### config.mk
export PLATFORM = sky130hd
export DESIGN_NAME = alu_komut_birimi
export DESIGN_NICKNAME = d
export VERILOG_FILES = /design/src/rtl/alu_komut_birimi.sv
export SDC_FILE = /design/constraint.sdc
export NUM_CORES = 1
export LEC_CHECK = 0
export ABC_AREA = 1
export BUFFER_PORTS_ARGS = -buffer_cell sky130_fd_sc_hd__buf_2
export CAP_MARGIN = 20
export CORE_MARGIN = 5
export CORE_UTILIZATION = 31
export DETAILED_ROUTE_END_ITERATION = 10
export SLEW_MARGIN = 20
export SYNTH_ARGS = -nofsm -noshare
export SYNTH_HDL_FRONTEND = slang
export SYNTH_SLANG_ARGS = --single-unit
### constraint.sdc
create_clock -name clk -period 2.6 [get_ports clk]
set_clock_uncertainty 0.15 [all_clocks]
set_input_delay 0.52 -clock clk [delete_from_list [all_inputs] [get_ports clk]]
set_output_delay 0.52 -clock clk [all_outputs]
set_load 0.05 [all_outputs]
### src/rtl/alu_komut_birimi.sv
// -----------------------------------------------------------------------------
// alu_komut_birimi
// Command sequencer for an external combinational ALU. It holds a 4 x 8-bit
// register file. Each accepted command walks four states:
//   BOS   : idle. The block accepts a command here, or performs a direct write.
//   OKU   : operand fetch. The register file is read into s1/s2.
//   YURUT : execute. The ALU result is written back to rd.
//   YAZ   : result report. sonuc_gecerli_out is high for this one cycle.
//
// Ports
//   clk, rst            clock; synchronous active-high reset
//   komut_gecerli_in    command valid
//   komut_in[8:0]       {islem[2:0], rd[1:0], rs1[1:0], rs2[1:0]}
//   hazir_out           command ready (combinational)
//   yaz_gecerli_in      direct register-write request (honoured only in BOS)
//   yaz_adr_in/veri_in  direct-write index / data
//   islem_out           operation code to the ALU (registered)
//   s1_out, s2_out      ALU operands (registered)
//   alu_s_in            ALU result
//   sonuc_gecerli_out   one-cycle result-valid pulse
//   sonuc_out, z_out    last written-back result and its zero flag
//   oku_adr_in          observation read index
//   oku_veri_out        combinational read of register[oku_adr_in]
// -----------------------------------------------------------------------------
module alu_komut_birimi (
    input  logic       clk,
    input  logic       rst,
    input  logic       komut_gecerli_in,
    input  logic [8:0] komut_in,
    output logic       hazir_out,
    input  logic       yaz_gecerli_in,
    input  logic [1:0] yaz_adr_in,
    input  logic [7:0] yaz_veri_in,
    output logic [2:0] islem_out,
    output logic [7:0] s1_out,
    output logic [7:0] s2_out,
    input  logic [7:0] alu_s_in,
    output logic       sonuc_gecerli_out,
    output logic [7:0] sonuc_out,
    output logic       z_out,
    input  logic [1:0] oku_adr_in,
    output logic [7:0] oku_veri_out
);

    typedef enum logic [1:0] {
        BOS   = 2'd0,
        OKU   = 2'd1,
        YURUT = 2'd2,
        YAZ   = 2'd3
    } durum_t;

    durum_t     durum_r;
    durum_t     durum_s;
    logic [7:0] reg_r [4];
    logic [2:0] islem_r;
    logic [1:0] rd_r;
    logic [1:0] rs1_r;
    logic [1:0] rs2_r;
    logic [2:0] alu_islem_r;
    logic [7:0] s1_r;
    logic [7:0] s2_r;
    logic       sonuc_gecerli_r;
    logic [7:0] sonuc_r;
    logic       z_r;
    logic       hazir_s;
    logic       kabul_s;
    logic       dogrudan_yaz_s;

    function automatic logic sifir_mi(input logic [7:0] deger);
        return (deger == 8'h00);
    endfunction

    // Ready/accept/direct-write qualifiers. A direct write in BOS takes priority
    // over a command, so ready drops whenever a write is requested.
    always_comb begin
        hazir_s        = 1'b0;
        dogrudan_yaz_s = 1'b0;
        if ((durum_r == BOS) && !rst) begin
            hazir_s        = !yaz_gecerli_in;
            dogrudan_yaz_s = yaz_gecerli_in;
        end else begin
            hazir_s        = 1'b0;
            dogrudan_yaz_s = 1'b0;
        end
        kabul_s = hazir_s & komut_gecerli_in;
    end

    // Next-state logic.
    always_comb begin
        durum_s = durum_r;
        case (durum_r)
            BOS: begin
                if (kabul_s) begin
                    durum_s = OKU;
                end else begin
                    durum_s = BOS;
                end
            end
            OKU:     durum_s = YURUT;
            YURUT:   durum_s = YAZ;
            YAZ:     durum_s = BOS;
            default: durum_s = BOS;
        endcase
    end

    // State register.
    always_ff @(posedge clk) begin
        if (rst) begin
            durum_r <= BOS;
        end else begin
            durum_r <= durum_s;
        end
    end

    // Latch the command fields at acceptance.
    always_ff @(posedge clk) begin
        if (rst) begin
            islem_r <= 3'd0;
            rd_r    <= 2'd0;
            rs1_r   <= 2'd0;
            rs2_r   <= 2'd0;
        end else if (kabul_s) begin
            islem_r <= komut_in[8:6];
            rd_r    <= komut_in[5:4];
            rs1_r   <= komut_in[3:2];
            rs2_r   <= komut_in[1:0];
        end
    end

    // Operand fetch. The register file is read one cycle before writeback, so
    // an rd that matches rs1/rs2 still sees the old value.
    always_ff @(posedge clk) begin
        if (rst) begin
            alu_islem_r <= 3'd0;
            s1_r        <= 8'h00;
            s2_r        <= 8'h00;
        end else if (durum_r == OKU) begin
            alu_islem_r <= islem_r;
            s1_r        <= reg_r[rs1_r];
            s2_r        <= reg_r[rs2_r];
        end
    end

    // Register file: ALU writeback in YURUT, direct writes only from BOS.
    always_ff @(posedge clk) begin
        if (rst) begin
            for (int i = 0; i < 4; i++) begin
                reg_r[i] <= 8'h00;
            end
        end else if (durum_r == YURUT) begin
            reg_r[rd_r] <= alu_s_in;
        end else if (dogrudan_yaz_s) begin
            reg_r[yaz_adr_in] <= yaz_veri_in;
        end
    end

    // Result capture and the pulse that marks the YAZ cycle.
    always_ff @(posedge clk) begin
        if (rst) begin
            sonuc_gecerli_r <= 1'b0;
            sonuc_r         <= 8'h00;
            z_r             <= 1'b0;
        end else begin
            sonuc_gecerli_r <= (durum_r == YURUT);
            if (durum_r == YURUT) begin
                sonuc_r <= alu_s_in;
                z_r     <= sifir_mi(alu_s_in);
            end
        end
    end

    assign hazir_out         = hazir_s;
    assign islem_out         = alu_islem_r;
    assign s1_out            = s1_r;
    assign s2_out            = s2_r;
    assign sonuc_gecerli_out = sonuc_gecerli_r;
    assign sonuc_out         = sonuc_r;
    assign z_out             = z_r;
    assign oku_veri_out      = reg_r[oku_adr_in];

endmodule

==> results.sh <==
export IMPL_vdd_drop_max_v=0.000347
export IMPL_grt_max_degree=37
export IMPL_relSlewSlack_pct=67.5
export IMPL_holdPathEnd="sonuc_out[0]$_SDFFE_PP0P_"
export IMPL_fin_ws_ns=0.347
export IMPL_via_per_inst=4.53
export IMPL_path_cells="buf_2, inv_2, o21ai_0, o22ai_1, buf_2"
export IMPL_hp_class="in2reg"
export IMPL_yosysMostFrequentCell="nand2_1"
export IMPL_clk_path_buf_depth=2
export IMPL_cts_inserted_buffers=9
export IMPL_crit_fanout=17
export IMPL_synth_edf_count=32
export IMPL_setup_tns_ns=0
export IMPL_design_die_area_sq_um=14000
export IMPL_h_tree_depth=3
export IMPL_fmax_mhz=444
export IMPL_syn_cell_area_sq_um=3650
export IMPL_place_congestion=0.824
export IMPL_die_h_um=119
export IMPL_setup_viol_count_final=0
export IMPL_status="completed"
export IMPL_finalHoldViolations=0
export IMPL_cpPeakStageDelay_ns=0.31
export IMPL_via_count=3266
export IMPL_comb_power_share_pct=18.6
export IMPL_p_int_mw=2.09
export IMPL_seqPwrFrac_pct=43.5
export IMPL_cp_start_kind="primary input"
export IMPL_cp_slowest_cell="buf_2"
export IMPL_ys_warnings_count=0
export IMPL_cts_resized=0
export IMPL_critPathKind="in2out"
export IMPL_crit_top_cell="buf_2"
export IMPL_layout_min_cycle_time_ns=2.25
export IMPL_postLayoutCoreUtil_pct=38.5
export IMPL_die_w_um=119
export IMPL_endpoint_kind="output port"
export IMPL_layout_nets=609
export IMPL_grt_pass1_wl_mm=15.2
export IMPL_antenna_left=0
export IMPL_area_delta_synth_final_pct=20.9
export IMPL_design_area_sq_um=4410
export IMPL_rsz0062_at_grt="false"
export IMPL_totalWireLength_mm=9.27
export IMPL_portBuffers=70
export IMPL_netlist_instances=505
export IMPL_dp_hpwl_mm=7.11
export IMPL_drv_cap=0
export IMPL_grtUsageTotal_pct=13.3
export IMPL_grt_overflow=0
export IMPL_drt_iter0_markers=128
export IMPL_p_leak_nw=2.16
export IMPL_ys_seq_elements=72
export IMPL_cts_setup_buffers=0
export IMPL_regToRegStartpoint="durum_r[0]$_SDFF_PP0_"
export IMPL_yosysUniqueCellTypes=22
export IMPL_dp_slack_ns=0.328
export IMPL_required_ns=1.93
export IMPL_drive_above_1_share_pct=22.8
export IMPL_switching_power_mw=0.983
export IMPL_numClockSinks=72
export IMPL_cts_hold_buf=0
export IMPL_avgSynthCellArea_sq_um=7.23
export IMPL_grt_pass1_vias=3127
export IMPL_clock_latency_ns=0.34
export IMPL_clkSlewWorstSetupHoldPaths_ns=0.06
export IMPL_place_area_sq_um=4130
export IMPL_reg2regPathDepth=7
export IMPL_synth_ff_type="dfxtp_1"
export IMPL_critPathTopFamily="buffers and inverters"
export IMPL_drv_slew=0
export IMPL_synthTopCellsByArea="edfxtp_1 (26%), dfxtp_1 (22%), nand2_1 (11%)"
export IMPL_cp_arrival_ns=1.58
export IMPL_finalNonFillerCells=721
export IMPL_drt_pass1_iterations=4
export IMPL_syn_nets=541
export IMPL_hold_path_depth=3
export IMPL_min_period_over_period_pct=86.6
export IMPL_placed_cells=705
export IMPL_clkPwrFrac_pct=37.9
export IMPL_r2r_slack_ns=0.55
export IMPL_min_from="alu_s_in[0]"
export IMPL_placementRows=39
export IMPL_diodes=0
export IMPL_synthArstFlopShare_pct=0
export IMPL_synth_top_area_share_pct=26.3
export IMPL_nFillCells=1173
export IMPL_drc=0
export IMPL_cts_root_buf="clkbuf_16"
export IMPL_start_util_pct=31.8
export IMPL_io_pins=71
export IMPL_tightest_slew_ns=0.486
export IMPL_holdWs_ns=0.255
export IMPL_wl_per_cell_um=12.9
export IMPL_core_sq_um=11500
export IMPL_antenna_found_initial=0
export IMPL_r2r_end="reg_r[0][3]$_SDFFCE_PN0P_"
export IMPL_synth_commonest_cells="nand2_1 (111), nor2_1 (103), inv_1 (65), nand3_1 (51), dfxtp_1 (40)"
export IMPL_fin_total_pwr_mw=3.07
export IMPL_synth_yosys_seq_area_share_pct=48.3
export IMPL_yosysTopAreaCell="edfxtp_1"
export IMPL_p_sw_share_pct=32.0
export IMPL_power_density_nw_per_um2=695
export IMPL_cts_tree="built"
export IMPL_cp_num_buf_inv=3
## sequential cells by signal, indices dropped and copies added (netlist names)
name and flops:
reg_r 32, sonuc_out 8, rs2_r 2, durum_r 2
sonuc_gecerli_out 1, z_out 1, rd_r 2, s1_out 8
rs1_r 2, islem_r 3, islem_out 3, s2_out 8
## logic make-up (layout without fill, tap and decap cells)
| kind of cell | Yosys count | after routing | synth area share, % |
|---|---|---|---|
| compound gates | 46 | 46 | 7.47 |
| fa+ha+maj | 3 | 3 | 1.03 |
| buf+inv | 103 | 176 | 11.3 |
| flops | 72 | 72 | 48.3 |
| simple gates | 281 | 281 | 31.9 |
## cell usage in the layout (no fill, tap or decap), types with 3 or more instances in the layout
cell,Yosys,final
nand2_1,111,111
nor2_1,103,103
buf_2,9,70
inv_1,65,65
nand3_1,51,51
dfxtp_1,40,40
edfxtp_1,32,32
inv_2,18,18
o21ai_1,17,17
o21ai_0,12,12
nand2_2,12,12
clkbuf_16,0,9
o22ai_1,8,8
o21ai_2,8,8
buf_4,0,7
clkinv_4,0,4
ha_1,3,3
## routing by layer
| metal | vias to the layer above | wire (um) | global-route usage [%] |
|---|---|---|---|
| met5 | - | 0 | 0 |
| met4 | 0 | 168 | 5.24 |
| met3 | 14 | 568 | 3.39 |
| met2 | 99 | 4200 | 21.0 |
| met1 | 1446 | 4330 | 17.4 |
| li1 | 1707 | - | - |
## how the worst max path moves through the flow
stage                   from  slack [ns]  depth (start not counted)                         to
3_5_place_dp             rst        0.33                          6  reg_r[0][1]$_SDFFCE_PN0P_
5_1_grt        oku_adr_in[0]        0.29                          5            oku_veri_out[1]
2_1_floorplan  oku_adr_in[0]        0.22                          4            oku_veri_out[5]
6_report       oku_adr_in[0]        0.35                          5            oku_veri_out[1]
3_3_place_gp   oku_adr_in[0]        0.38                          5            oku_veri_out[1]
4_1_cts        oku_adr_in[0]        0.36                          5            oku_veri_out[1]
## cell type report
type	instances	area, sq um	share of cell area, %
flip-flops and latches	72	1760	39.9
multi-input cells	330	1480	33.4
repair buffers	77	403	9.13
inverters	83	312	7.06
clock buffers	9	225	5.10
well taps	143	179	4.05
clock inverters	7	57.6	1.30
## power groups by stage
| stage | logic, mW | registers, mW | clock network, mW |
|---|---|---|---|
| after global placement | 0.561 | 1.36 | 0 |
| after CTS | 0.574 | 1.33 | 1.20 |
| after detailed placement | 0.572 | 1.36 | 0 |
| after global routing | 0.626 | 1.34 | 1.25 |
| final | 0.569 | 1.34 | 1.16 |
| after floorplan | 0.338 | 1.42 | 0 |
## worst register-to-register path: stages, from the launching register on
cell and delay [ns]:
dfxtp_1 0.33, inv_1 0.06, ha_1 0.22, nor2_2 0.24, nand3_1 0.11, nand2_1 0.16
nand2_2 0.15, nand2_1 0.30
(Power assumes the default switching activity.)
